<file path="src/rtl/seg_pkg.sv">
// Shared constants for the multiplexed seven-segment bus: active-low {G..A} digit
// patterns, idle-bus values and the scan decoder FSM states.
package seg_pkg;

  localparam logic [6:0] SEG_0 = 7'b1000000;
  localparam logic [6:0] SEG_1 = 7'b1111001;
  localparam logic [6:0] SEG_2 = 7'b0100100;
  localparam logic [6:0] SEG_3 = 7'b0110000;
  localparam logic [6:0] SEG_4 = 7'b0011001;
  localparam logic [6:0] SEG_5 = 7'b0010010;
  localparam logic [6:0] SEG_6 = 7'b0000010;
  localparam logic [6:0] SEG_7 = 7'b1111000;
  localparam logic [6:0] SEG_8 = 7'b0000000;
  localparam logic [6:0] SEG_9 = 7'b0010000;
  localparam logic [6:0] SEG_A = 7'b0001000;
  localparam logic [6:0] SEG_B = 7'b0000011;
  localparam logic [6:0] SEG_C = 7'b1000110;
  localparam logic [6:0] SEG_D = 7'b0100001;
  localparam logic [6:0] SEG_E = 7'b0000110;
  localparam logic [6:0] SEG_F = 7'b0001110;

  localparam logic [6:0] SEG_BLANK = 7'b1111111;
  localparam logic [7:0] COM_NONE  = 8'b11111111;

  typedef enum logic [0:0] {
    HUNT     = 1'b0,
    ASSEMBLE = 1'b1
  } state_e;

  // True when exactly one active-low common is driven.
  function automatic logic com_is_onehot(input logic [7:0] com_n);
    logic [7:0] sel;
    sel = ~com_n;
    return (sel != 8'd0) && ((sel & (sel - 8'd1)) == 8'd0);
  endfunction

endpackage

</file>
<file path="src/rtl/seg7_to_nibble.sv">
// Combinational seven-segment pattern to nibble decoder; unknown patterns give 0 with legal low.
// Letters A..F are legal only when SEG_SCAN_HEX_EN is defined.
module seg7_to_nibble
  import seg_pkg::*;
(
  input  logic [6:0] seg_n_i,
  output logic [3:0] nibble_o,
  output logic       legal_o
);

  always_comb begin
    nibble_o = 4'h0;
    legal_o  = 1'b1;
    case (seg_n_i)
      SEG_0: nibble_o = 4'h0;
      SEG_1: nibble_o = 4'h1;
      SEG_2: nibble_o = 4'h2;
      SEG_3: nibble_o = 4'h3;
      SEG_4: nibble_o = 4'h4;
      SEG_5: nibble_o = 4'h5;
      SEG_6: nibble_o = 4'h6;
      SEG_7: nibble_o = 4'h7;
      SEG_8: nibble_o = 4'h8;
      SEG_9: nibble_o = 4'h9;
`ifdef SEG_SCAN_HEX_EN
      SEG_A: nibble_o = 4'hA;
      SEG_B: nibble_o = 4'hB;
      SEG_C: nibble_o = 4'hC;
      SEG_D: nibble_o = 4'hD;
      SEG_E: nibble_o = 4'hE;
      SEG_F: nibble_o = 4'hF;
`endif
      default: legal_o = 1'b0;
    endcase
  end

endmodule

</file>
<file path="src/rtl/seg_scan_decoder.sv">
// Receive-side monitor for the scanned 8-digit seven-segment bus: settles, decodes and reassembles
// each full scan into a 32-bit word. Define SEG_SCAN_HEX_EN to accept A..F digits.
module seg_scan_decoder
  import seg_pkg::*;
#(
  parameter int unsigned SETTLE_CYCLES  = 16,
  parameter int unsigned TIMEOUT_CYCLES = 20000
) (
  input  logic        clk,
  input  logic        reset,
  input  logic [6:0]  seg_n,
  input  logic [7:0]  com_n,
  output logic [31:0] value,
  output logic        value_valid,
  output logic        pattern_err,
  output logic        frame_err
);

  localparam int unsigned     TMO_W       = $clog2(TIMEOUT_CYCLES + 1);
  localparam logic [15:0]     SETTLE_LAST = 16'(SETTLE_CYCLES - 1);
  localparam logic [TMO_W-1:0] TMO_LAST   = TMO_W'(TIMEOUT_CYCLES - 1);

  logic [6:0]       seg_q;
  logic [7:0]       com_q;
  logic [15:0]      settle_q, settle_d;
  logic             cap_vld_q;
  logic [2:0]       cap_idx_q;
  logic [3:0]       cap_nib_q;
  logic             cap_legal_q;
  logic [2:0]       com_idx;
  logic [3:0]       dec_nib;
  logic             dec_legal;

  state_e           state_q, state_d;
  logic [2:0]       expect_q, expect_d;
  logic [31:0]      word_q, word_d, word_ins;
  logic             perr_q, perr_d;
  logic [TMO_W-1:0] tmo_q, tmo_d;
  logic [31:0]      value_q, value_d;
  logic             value_valid_q, value_valid_d;
  logic             pattern_err_q, pattern_err_d;
  logic             frame_err_q, frame_err_d;

  seg7_to_nibble u_dec (
    .seg_n_i  (seg_q),
    .nibble_o (dec_nib),
    .legal_o  (dec_legal)
  );

  always_comb begin
    com_idx = 3'd0;
    for (int i = 0; i < 8; i++) begin
      if (!com_q[i]) com_idx = 3'(i);
    end
  end

  // The count tracks how long the current registered sample has been stable.
  always_comb begin
    if ({seg_n, com_n} != {seg_q, com_q}) begin
      settle_d = 16'd0;
    end else if (settle_q == 16'hFFFF) begin
      settle_d = settle_q;
    end else begin
      settle_d = settle_q + 16'd1;
    end
  end

  always_comb begin
    state_d       = state_q;
    expect_d      = expect_q;
    word_d        = word_q;
    perr_d        = perr_q;
    tmo_d         = tmo_q;
    value_d       = value_q;
    value_valid_d = 1'b0;
    pattern_err_d = 1'b0;
    frame_err_d   = 1'b0;
    word_ins      = word_q;
    word_ins[{cap_idx_q, 2'b00} +: 4] = cap_nib_q;

    case (state_q)
      HUNT: begin
        if (cap_vld_q && cap_idx_q == 3'd0) begin
          state_d  = ASSEMBLE;
          expect_d = 3'd1;
          word_d   = {28'd0, cap_nib_q};
          perr_d   = ~cap_legal_q;
          tmo_d    = '0;
        end
      end
      ASSEMBLE: begin
        if (cap_vld_q) begin
          tmo_d = '0;
          if (cap_idx_q == expect_q) begin
            word_d = word_ins;
            perr_d = perr_q | ~cap_legal_q;
            if (expect_q == 3'd7) begin
              value_d       = word_ins;
              value_valid_d = 1'b1;
              pattern_err_d = perr_q | ~cap_legal_q;
              state_d       = HUNT;
            end else begin
              expect_d = expect_q + 3'd1;
            end
          end else begin
            frame_err_d = 1'b1;
            if (cap_idx_q == 3'd0) begin
              expect_d = 3'd1;
              word_d   = {28'd0, cap_nib_q};
              perr_d   = ~cap_legal_q;
            end else begin
              state_d = HUNT;
            end
          end
        end else if (tmo_q == TMO_LAST) begin
          frame_err_d = 1'b1;
          state_d     = HUNT;
        end else begin
          tmo_d = tmo_q + TMO_W'(1);
        end
      end
      default: state_d = HUNT;
    endcase
  end

  always_ff @(posedge clk) begin
    if (reset) begin
      seg_q         <= SEG_BLANK;
      com_q         <= COM_NONE;
      settle_q      <= 16'd0;
      cap_vld_q     <= 1'b0;
      cap_idx_q     <= 3'd0;
      cap_nib_q     <= 4'h0;
      cap_legal_q   <= 1'b0;
      state_q       <= HUNT;
      expect_q      <= 3'd0;
      word_q        <= 32'd0;
      perr_q        <= 1'b0;
      tmo_q         <= '0;
      value_q       <= 32'd0;
      value_valid_q <= 1'b0;
      pattern_err_q <= 1'b0;
      frame_err_q   <= 1'b0;
    end else begin
      seg_q         <= seg_n;
      com_q         <= com_n;
      settle_q      <= settle_d;
      // Fires once per stable stretch, on the sample that has been seen SETTLE_CYCLES times.
      cap_vld_q     <= (settle_q == SETTLE_LAST) && com_is_onehot(com_q);
      cap_idx_q     <= com_idx;
      cap_nib_q     <= dec_nib;
      cap_legal_q   <= dec_legal;
      state_q       <= state_d;
      expect_q      <= expect_d;
      word_q        <= word_d;
      perr_q        <= perr_d;
      tmo_q         <= tmo_d;
      value_q       <= value_d;
      value_valid_q <= value_valid_d;
      pattern_err_q <= pattern_err_d;
      frame_err_q   <= frame_err_d;
    end
  end

  assign value       = value_q;
  assign value_valid = value_valid_q;
  assign pattern_err = pattern_err_q;
  assign frame_err   = frame_err_q;

endmodule

</file>
<file path="config.mk">
export PLATFORM = sky130hd
export DESIGN_NAME = seg_scan_decoder
export DESIGN_NICKNAME = d
export VERILOG_FILES = /design/src/rtl/seg_pkg.sv /design/src/rtl/seg7_to_nibble.sv /design/src/rtl/seg_scan_decoder.sv
export SDC_FILE = /design/constraint.sdc
export NUM_CORES = 1
export LEC_CHECK = 0
export ABC_AREA = 1
export BUFFER_PORTS_ARGS = -buffer_cell sky130_fd_sc_hd__buf_2
export CAP_MARGIN = 20
export CORE_MARGIN = 3
export CORE_UTILIZATION = 29
export CTS_CLUSTER_DIAMETER = 200
export DETAILED_ROUTE_END_ITERATION = 6
export HOLD_SLACK_MARGIN = 0.12
export SLEW_MARGIN = 20
export SYNTH_ARGS = -nofsm -noshare
export SYNTH_HDL_FRONTEND = slang
export SYNTH_HIERARCHICAL = 1
export SYNTH_SLANG_ARGS = --single-unit
export TNS_END_PERCENT = 30
</file>
<file path="constraint.sdc">
create_clock -name clk -period 3.1 [get_ports clk]
set_input_delay 0.62 -clock clk [delete_from_list [all_inputs] [get_ports clk]]
set_output_delay 0.62 -clock clk [all_outputs]
set_load 0.01 [all_outputs]
</file>
==> results_dict.tcl <==
set metrics [dict create \
    wl_per_cell_um 11.8 \
    grt_setup_unrepaired "no" \
    synth_nets 988 \
    diodes 0 \
    finalHoldViolCount 0 \
    layout-drive-gt1-share_pct 12.4 \
    netlist_top_cells_area "dfxtp_1 40%, nand2_1 17%, inv_1 7.6%" \
    drt-initial-drc-count 360 \
    coreArea_um2 21200 \
    place.gp.congestion 0.849 \
    netlist_instances 964 \
    cp.arrival_ns 2.59 \
    die-area_um2 23600 \
    finalCritPeriodShare_pct 72.8 \
    startpoint_type "register" \
    clkTransAtPathRegs_ns 0.06 \
    grt_max_degree 48 \
    p_leak_nw 3.28 \
    drcViolationCount 0 \
    peakVddDrop_mv 0.336 \
    final_common_cell "nand2_1" \
    dpl.hpwl_um 10800 \
    place_area_um2 6820 \
    swShare_pct 22.0 \
    cts_resized 0 \
    grt_pass1_wl_um 26500 \
    hp-class "input pin to register" \
    yosysUniqueCellTypes 36 \
    holdWs_ns 0.414 \
    p_clk_share_pct 53.0 \
    io_buffers 51 \
    viasPerCell 4.53 \
    die-height_um 154 \
    crit_required_ns 3.43 \
    maxSlewViolCount 0 \
    clock-root-buffer "clkbuf_16" \
    fmaxAchievable_mhz 443 \
    combinationalPowerShare_pct 5.0 \
    worstMarginPinSlew_ns 0.867 \
    grt_pass1_vias 5521 \
    post_cts_buffers 0 \
    p_per_area_nw_per_um2 533 \
    antenna_found_initial 0 \
    overflow 0 \
    cts_tree "done" \
    synth_top_cell_area_share_pct 40.2 \
    clock_latency_ns 0.41 \
    yosysTopAreaCell "dfxtp_1" \
    drtPass1Iterations 5 \
    max_cap_violations 0 \
    cp_max_fo 28 \
    power_switching_mw 0.875 \
    mostFrequentLayoutCells "291 x nand2_1, 128 x inv_1, 127 x dfxtp_1" \
    slew_headroom_pct 42.2 \
    ctsHoldBuffers 0 \
    final_nets 1037 \
    synthToLayoutAreaGrowth_pct 17.8 \
    htreeDepth 4 \
    period_needed_ns 2.26 \
    skew_ns 0.00870 \
    worstSetupPathType "register to register" \
    top_level_ports 52 \
    start_util_pct 29.8 \
    ys_seq_area_share_pct 40.2 \
    yosysWarnings 6 \
    setup_viol 0 \
    num_rows 53 \
    numCtsBuffers 17 \
    synth_area_um2 6320 \
    cp-end-kind "register" \
    die_width_um 154 \
    routed_wl_um 15300 \
    setup-tns-final_ns 0 \
    cts_sinks 127 \
    status "finished, final reports clean" \
    clk_path_buf_depth 2 \
    power.share.sequential_pct 41.9 \
    dr_total_vias 5892 \
    grt.total_usage_pct 13.4 \
    post_synth.cell_area_avg_um2 6.56 \
    ys_seq_elements 127 \
    final_area_um2 7450 \
    intPower_mw 3.10 \
    ant_nets 0 \
    fin_util_pct 35.1 \
]
-- metal layers --
layer  share of wire [%]  wire length [µm]  global-route usage (%)  vias up
met5                   0                 0                       0        -
li1                    -                 -                       -     3124
met4                0.91               139                    3.70        0
met3                 4.5               691                    3.57       12
met1                  49              7580                    18.0     2628
met2                  45              6930                    21.2      128
-- sequential cells by signal, summed over array words and instances, names as in the netlist, 4 cells and up --
register   flops
settle_q      16
word_q        32
com_q          8
tmo_q         15
seg_q          7
value         32
cap_nib_q      4
-- cell usage after synthesis --
master	count
or2_2	5
xnor2_1	4
nand2_1	291
inv_4	1
buf_6	5
nor3_2	1
nand3_2	2
nor3_1	17
buf_2	5
nor2_1	121
nor2_4	3
clkbuf_1	14
nand4_1	18
a211oi_1	1
nand3_1	46
o211ai_1	1
nand2_4	1
a21oi_2	13
inv_2	4
ha_1	7
clkinv_1	1
buf_1	3
nor4_1	1
xor2_1	4
a21oi_1	53
nor3_4	1
nor2_2	5
nand3b_1	11
o22ai_1	2
nand2_2	4
buf_4	1
dfxtp_1	127
nand2b_1	2
o21ai_1	1
inv_1	128
o21ai_0	60
-- per-stage QoR --
step | setup slack, ns | power, mW | cells
detailed placement | 0.902 | 1.90 | 1269
global placement | 0.952 | 1.90 | 1269
global route | 0.622 | 4.12 | 1301
floorplan | 1.17 | 1.84 | 964
CTS | 0.886 | 4.02 | 1301
finish | 0.843 | 3.97 | 1301
-- worst paths after layout --
path | startpoint | end | slack, ns | cells past startpoint
worst max-delay path | cap_idx_q[0] | word_q[17] | 0.84 | 9
worst min-delay path | com_n[0] | com_q[0] | 0.41 | 3
worst min register to register | value[22] | value[22] | 0.44 | 2
worst max register to register | cap_idx_q[0] | word_q[17] | 0.84 | 9
-- power by group through the flow --
stage               Combinational [mW]  Clock [mW]  Sequential [mW]
floorplan                        0.148           0             1.69
CTS                              0.201        2.16             1.66
finish                           0.200        2.11             1.66
global placement                 0.198           0             1.70
detailed placement               0.200           0             1.70
global route                     0.228        2.22             1.66
-- cells by family after synthesis --
group,count (synthesis),synth area share [%]
and+or+nand+nor,529,35.6
buffers and inverters,162,10.4
adders and majority gates,7,1.38
AOI/OAI and AO/OA,131,11.3
xor gates and xnor gates,8,1.11
DFF,127,40.2
-- critical path: stages, from the launching register on --
cell     delay [ns]
dfxtp_1        0.44
inv_2          0.08
ha_1           0.22
ha_1           0.19
o21ai_0        0.28
inv_1          0.28
nand2_1        0.13
buf_4          0.31
nand2_1        0.08
a21oi_1        0.17
-- cell type report --
cell class / instances / area [µm²]
Multi-Input combinational cell: 675 / 3120
Clock inverter: 10 / 160
Inverter: 134 / 505
Sequential cell: 127 / 2540
Fill cell: 2295 / 13800
Clock buffer: 22 / 464
Timing Repair Buffer: 58 / 308
Tap cell: 275 / 344
No activity file was read; power rests on OpenSTA's default activity.
